<file path="config.mk">
export PLATFORM = sky130hd
export DESIGN_NAME = streamlined_divider_nbit
export DESIGN_NICKNAME = d
export VERILOG_FILES = /design/src/rtl/streamlined_divider_nbit.sv
export SDC_FILE = /design/constraint.sdc
export NUM_CORES = 1
export LEC_CHECK = 0
export CAP_MARGIN = 20
export CORE_ASPECT_RATIO = 0.75
export CORE_MARGIN = 2
export CORE_UTILIZATION = 48
export CTS_BUF_LIST = sky130_fd_sc_hd__clkbuf_4 sky130_fd_sc_hd__clkbuf_8 sky130_fd_sc_hd__clkbuf_16
export CTS_CLUSTER_DIAMETER = 120
export DETAILED_ROUTE_END_ITERATION = 6
export HOLD_SLACK_MARGIN = 0.15
export PLACE_DENSITY = 0.79
export REMOVE_ABC_BUFFERS = 1
export SLEW_MARGIN = 20
export SYNTH_ARGS = -nofsm -noshare
export SYNTH_HDL_FRONTEND = slang
export SYNTH_SLANG_ARGS = --single-unit
</file>
<file path="constraint.sdc">
create_clock -name clk -period 1.9 [get_ports clk]
set_input_delay 0.38 -clock clk [delete_from_list [all_inputs] [get_ports clk]]
set_output_delay 0.38 -clock clk [all_outputs]
set_load 0.05 [all_outputs]
</file>
<file path="src/rtl/streamlined_divider_nbit.sv">
// Restoring shift-subtract divider, one quotient bit per clock, MSB first.
// Define SIGNED_DIV_EN for two's-complement operands; the default build is unsigned.
module streamlined_divider_nbit #(
    parameter int WIDTH = 8
) (
    input  logic             clk,
    input  logic             rst,
    input  logic             start_sig,
    input  logic [WIDTH-1:0] dividend,
    input  logic [WIDTH-1:0] divisor,
    output logic             busy,
    output logic             done_sig,
    output logic [WIDTH-1:0] quotient,
    output logic [WIDTH-1:0] remainder,
    output logic             div_by_zero
);

    localparam logic [1:0] IDLE   = 2'd0;
    localparam logic [1:0] CALC   = 2'd1;
    localparam logic [1:0] FINISH = 2'd2;

    localparam int             CW   = $clog2(WIDTH) + 1;
    localparam logic [CW-1:0]  LAST = CW'(WIDTH - 1);

    logic [1:0]       state;
    logic [CW-1:0]    count;
    logic [WIDTH:0]   rem_work;
    logic [WIDTH-1:0] quo_work;
    logic [WIDTH-1:0] div_work;
    logic             zero_div;

    logic [WIDTH:0]   shifted;
    logic [WIDTH:0]   trial;
    logic             fits;
    logic [WIDTH-1:0] dividend_mag;
    logic [WIDTH-1:0] divisor_mag;
    logic [WIDTH-1:0] rem_mag;
    logic [WIDTH-1:0] quo_result;
    logic [WIDTH-1:0] rem_result;

    assign busy    = (state != IDLE);
    assign shifted = (rem_work << 1) | {{WIDTH{1'b0}}, quo_work[WIDTH-1]};
    assign trial   = shifted - {1'b0, div_work};
    assign fits    = (shifted >= {1'b0, div_work});

    // With a zero divisor no CALC cycles run, so quo_work still holds the dividend magnitude.
    assign rem_mag = zero_div ? quo_work : rem_work[WIDTH-1:0];

`ifdef SIGNED_DIV_EN
    logic neg_quo;
    logic neg_rem;

    assign dividend_mag = dividend[WIDTH-1] ? -dividend : dividend;
    assign divisor_mag  = divisor[WIDTH-1]  ? -divisor  : divisor;
    assign quo_result   = zero_div ? '1 : (neg_quo ? -quo_work : quo_work);
    assign rem_result   = neg_rem ? -rem_mag : rem_mag;

    always_ff @(posedge clk or posedge rst) begin
        if (rst) begin
            neg_quo <= 1'b0;
            neg_rem <= 1'b0;
        end else if (state == IDLE && start_sig) begin
            neg_quo <= dividend[WIDTH-1] ^ divisor[WIDTH-1];
            neg_rem <= dividend[WIDTH-1];
        end
    end
`else
    assign dividend_mag = dividend;
    assign divisor_mag  = divisor;
    assign quo_result   = zero_div ? '1 : quo_work;
    assign rem_result   = rem_mag;
`endif

    always_ff @(posedge clk or posedge rst) begin
        if (rst) begin
            state       <= IDLE;
            count       <= '0;
            rem_work    <= '0;
            quo_work    <= '0;
            div_work    <= '0;
            zero_div    <= 1'b0;
            done_sig    <= 1'b0;
            quotient    <= '0;
            remainder   <= '0;
            div_by_zero <= 1'b0;
        end else begin
            done_sig <= 1'b0;
            case (state)
                IDLE: begin
                    if (start_sig) begin
                        quo_work <= dividend_mag;
                        div_work <= divisor_mag;
                        rem_work <= '0;
                        count    <= '0;
                        zero_div <= (divisor == '0);
                        state    <= (divisor == '0) ? FINISH : CALC;
                    end
                end
                CALC: begin
                    if (fits) begin
                        rem_work <= trial;
                        quo_work <= {quo_work[WIDTH-2:0], 1'b1};
                    end else begin
                        rem_work <= shifted;
                        quo_work <= {quo_work[WIDTH-2:0], 1'b0};
                    end
                    count <= count + 1'b1;
                    if (count == LAST) begin
                        state <= FINISH;
                    end
                end
                FINISH: begin
                    quotient    <= quo_result;
                    remainder   <= rem_result;
                    div_by_zero <= zero_div;
                    done_sig    <= 1'b1;
                    state       <= IDLE;
                end
                default: state <= IDLE;
            endcase
        end
    end

endmodule
</file>
### Word-level counts from Yosys, hierarchy flattened

Index checks and enable logic that the tools add are counted.

* muxes and demuxes: 15
* add/subtract/negate cells: 2
* reduce and logical (&&, ||, !) cells: 7
* bitwise operators: 1
* shift operators: 0
* equal/unequal tests: 5
* multiply operators: 0
* div/mod/pow operators: 0
* order comparisons: 1

Operator list (count)
* $mux 8: 5
* $pmux 8 s2: 2
* $ge 9x8->1: 1
* $or 9x1->9: 1
* $logic_not 8->1: 1
* $pmux 4 s2: 1
* $sub 8x8->8: 1
* $mux 2: 3
* $reduce_and 2->1: 3
* $add 4x1->4 const B: 1
* $eq 4x3->1 const B: 1
* $mux 4: 1
* $ne 2x2->1 const B: 2
* $pmux 2 s2: 1
* $reduce_bool 2->1: 2
* $eq 2x1->1 const B: 1
* $eq 2x2->1 const B: 1
* $logic_not 2->1: 1
* $mux 1: 2

* register bits: 49
* output and inout bits: 19
* memories kept: 0
* memory bits (writable): 0
* ROM bits: 0
* latch bits: 0
* word-level logic and storage cells: 41
* input bits: 19

### Logic depth before layout (Yosys ltp)

* word-level depth: 4
* depth in mapped cells: 8
* mapped depth without buffers: 8

### Worst setup path after synthesis

OpenSTA, ideal clock, no wires.

* path type: register -> register
* from: register quo_work[7]
* to: register rem_work[6]
* slack: 91 ps
* library setup time: 121 ps
* stages on the path, launching flop included: 9
* period minus slack after synthesis: 1809 ps
* arrival: 1688 ps
* data required time: 1779 ps
* path buffers: 0
* path through: dfrtp_1 inv_1 ha_1 fa_1 nand2b_1 a21oi_1 mux2i_1 a211o_1 nand2_1

* cells in the longest elaborated chain, start to end: 4
* elaborated cells on any way between the ends: 5
* classes of those cells: add/sub: 1; order compare: 1; mux: 2; bitwise: 1

RTL lines
* start: declaration: line 28 `logic [WIDTH-1:0] quo_work;`
* start signal: assignment: line 91 `quo_work <= dividend_mag;`
* start signal: assignment: line 102 `quo_work <= {quo_work[WIDTH-2:0], 1'b1};`
* start signal: assignment: line 105 `quo_work <= {quo_work[WIDTH-2:0], 1'b0};`
* $or 9x1->9 (*): line 42 `assign shifted = (rem_work << 1) | {{WIDTH{1'b0}}, quo_work[WIDTH-1]};`
* $sub 8x8->8 or $ge 9x8->1 (tied branches): line 43, 44
* $mux 8 (*): line 100 `if (fits) begin`
* $pmux 8 s2 (*): line 88 `case (state)`
* end signal: assignment: line 101 `rem_work <= trial;`
* end signal: assignment: line 104 `rem_work <= shifted;`
* end: declaration: line 27 `logic [WIDTH:0] rem_work;`

Mark *: on every way between the ends. The rest lies on a longest branch, timed or not.
A chain may end at the register's enable or synchronous reset.

### Worst setup path in the final report

* from: register remainder[4]
* to: output remainder[4]

RTL lines
* start: declaration: line 14 `output logic [WIDTH-1:0] remainder,`
* start signal: assignment: line 114 `remainder <= rem_result;`

No word-level cell between the ends.

==> flow_summary.yaml <==
worst_setup_path:
  timing.rr.start: "rem_work[5]"
  path_buf_inv: 1
  worst-setup-path-type: "register to output pin"
  cp-endpoint: "remainder[4]"
  setup.reg_to_reg.worst_slack_ps: 90
  critical_path.cell_chain: "clkdlybuf4s50_1"
  timing.critical_path.slowest_cell_delay_ps: 800
  rr_endpoint: "rem_work[0]"
  timing.critical_path.arrival_ps: 1460
  startpoint_type: "register"
  critPathCaptureType: "output pin"
  critPathSlowestCell: "clkdlybuf4s50_1"
  critical-path-top-delay-family: "buffers and inverters"
  worst-r2r-cell-count: 6
  worstSetupPathDepth: 1
  timing.critical_path.from: "remainder[4]"
  crit_required_ps: 1520
  worstPathMaxFanout: 2
logic_synthesis:
  synth_enable_flop_cells: 0
  synth.avg_cell_area_um2: 9.58
  yosys.area.top_type: "dfrtp_1"
  synthTopCellsByArea: "dfrtp_1 (49%), mux2i_1 (8.3%), o21ai_0 (8.3%)"
  synth_flop_cell: "dfrtp_1"
  synth-seq-cells: 49
  synthesis.yosys.warnings: 0
  synth-async-reset-ratio_pct: 100
  cell_area_after_synthesis_um2: 2520
  synth_cells: 263
  synth-seq-area-share_pct: 48.7
  synth_top_area_share_pct: 48.7
  yosysUniqueCellTypes: 40
status:
  outcome: "finished clean"
power:
  cellLeakagePower_nw: 1.48
  combPwrFrac_pct: 62.1
  cellPowerDensity_nw_per_um2: 1990
  power.clock.fraction_pct: 10.3
  p_int_w: 0.00368
  p_sw_w: 0.00293
  power.sequential.fraction_pct: 27.6
  switching_share_pct: 44.3
  irDropWorstVdd_mv: 1.05
  post-layout-total-power_w: 0.00660
placement:
  dpl.hpwl_mm: 3.96
  detailed_place.area_um2: 3110
  place_congestion: 0.897
  port_buffers: 37
  placedCellCount: 384
sta:
  finalMaxSlewViolations: 0
  skew_ps: 3.71
  timing.hold.ws_ps: 420
  timing_worst_slew_pin_value_ps: 500
  slew_headroom_pct: 66.6
  max_clock_freq_ghz: 0.542
  final.min_clock_period_ps: 1840
  final.period_utilization_pct: 97.0
  setup-violations-final: 0
  tns_ps: 0
  hold_viol_final: 0
grt:
  globalRouteTotalUtil_pct: 21.0
  grt_max_degree: 50
  grt_remaining_overflow: 0
  first_global_vias: 1913
  global_route_wire_length_before_repair_mm: 9.28
  grt_antenna_before_repair: 0
detailed_routing:
  totalWireLength_mm: 5.59
  route.detailed.drc: 0
  initialDrtViolationCount: 107
  vias: 2056
  avgViaCountPerCell: 5.22
  drtAntennaViolNets: 0
  routed_wire_length_per_instance_um: 14.2
  number_of_detailed_routing_iterations_run_before_antenna_repair: 4
final_layout:
  fin_area_um2: 3330
  final_cells: 394
  area_growth_syn_to_layout_pct: 32.0
  filler_cell_count: 389
  most_common_library_cell_in_the_layout_ignoring_fill_and_taps: "dfrtp_1"
  drive_gt1_share_pct: 19.6
  antennaDiodeCount: 0
  mostFrequentLayoutCells: "dfrtp_1 (49), nand2_1 (43), o21ai_0 (42), clkdlybuf4s50_1 (30), buf_4 (30)"
  final_nets: 350
cts:
  cts_buffer_depth: 2
  clockRootBuffer: "clkbuf_8"
  cts-htree-levels: 2
  clock_sink_count: 49
  clkSlewWorstSetupHoldPaths_ps: 90
  insertion_delay_ps: 310
  cts-buffers-inserted: 5
  cts_tree: "yes"
die:
  initial_utilization_pct: 50.6
  chip_height_um: 66.8
  die-width_um: 87.7
  core_region_area_um2: 4980
  count_of_pins_on_the_block_boundary: 38
  die_area_um2: 5850
  fp-row-count: 22
flow_run:
  timing.max_cap.violations: 0
worst_hold_path:
  hp-class: "input pin to async pin"
[cell usage after synthesis, drive strengths merged, types with 2 or more instances]
| library cell | n |
|---|---|
| xor2 | 2 |
| nand2 | 43 |
| dfrtp | 49 |
| a32oi | 2 |
| a21oi | 7 |
| ha | 9 |
| a311oi | 2 |
| nand4 | 2 |
| clkbuf | 8 |
| buf | 4 |
| o21ai | 43 |
| nand3 | 3 |
| nand2b | 3 |
| mux2i | 21 |
| or4 | 3 |
| a22o | 3 |
| xnor2 | 2 |
| inv | 15 |
| mux2 | 3 |
| o21a | 2 |
| nor2b | 5 |
| nor2 | 15 |
| nor3 | 3 |
[power groups by stage]
stage	clock, W	sequential (W)	combinational, W
final	0.000677	0.00182	0.00410
after global routing	0.000741	0.00189	0.00449
after CTS	0.000688	0.00180	0.00373
after detailed placement	0	0.00183	0.00366
after global placement	0	0.00180	0.00359
after floorplan	0	0.00222	0.00211
[metrics by stage]
stage                     setup WS [ps]  util [%]
after floorplan                    5.76         -
after global placement             -125      62.4
after detailed placement           -160      62.4
after CTS                         -3.82      64.5
after global routing              -1.56      66.8
final                              56.5      66.8
[cell families (layout without fill, tap and decap cells)]
group                    after synthesis  in the layout  synth area share [%]
flip-flops                            49             49                  48.7
buffers and inverters                 27             86                  4.17
AND/OR/NAND/NOR                       81             81                  14.4
AO/OA/AOI/OAI                         68             68                  16.4
multiplexers                          24             24                  9.68
adder cells (fa/ha/maj)               10             10                  5.26
XOR/XNOR                               4              4                  1.39
[metal layers]
metal / global-route usage, % / part of all wire, % / vias to the layer above
li1: - / - / 1036
met1: 30.3 / 49 / 963
met2: 32.1 / 46 / 49
met3: 4.09 / 3.6 / 8
met4: 6.35 / 1.1 / 0
met5: 0 / 0 / -
[registers in the layout, indices dropped and copies added (netlist names)]
name         count
div_work         8
div_by_zero      1
remainder        8
done_sig         1
rem_work         8
zero_div         1
quo_work         8
state            2
quotient         8
count            4
[worst min path at each step]
stage,from,endpoint,slack (ps),cells past startpoint
finish,rst,remainder[1],420,3
global route,rst,remainder[3],460,3
CTS,rst,remainder[0],430,3
detailed placement,remainder[6],remainder[6],470,2
global placement,quotient[6],quotient[6],460,2
floorplan,count[3],count[3],450,1
[what timing repair did]
item                       in CTS  in global routing
setup endpoints to repair       1                  8
pin swaps                       0                  4
setup buffers                   0                  2
gates resized for setup         1                 17
cloned                          0                  0
hold buffers                    0                  0
[final cells by class]
| cell class | count | area, µm² | area share (%) |
|---|---|---|---|
| inverter | 15 | 56.3 | 1.69 |
| timing repair buffer | 63 | 569 | 17.1 |
| sequential | 49 | 1230 | 36.9 |
| multi-input combinational | 187 | 1280 | 38.6 |
| clock inverter | 1 | 5.00 | 0.150 |
| clock buffer | 7 | 96.3 | 2.90 |
| tap | 72 | 90.1 | 2.71 |
No activity file was read; power rests on OpenSTA's default activity.
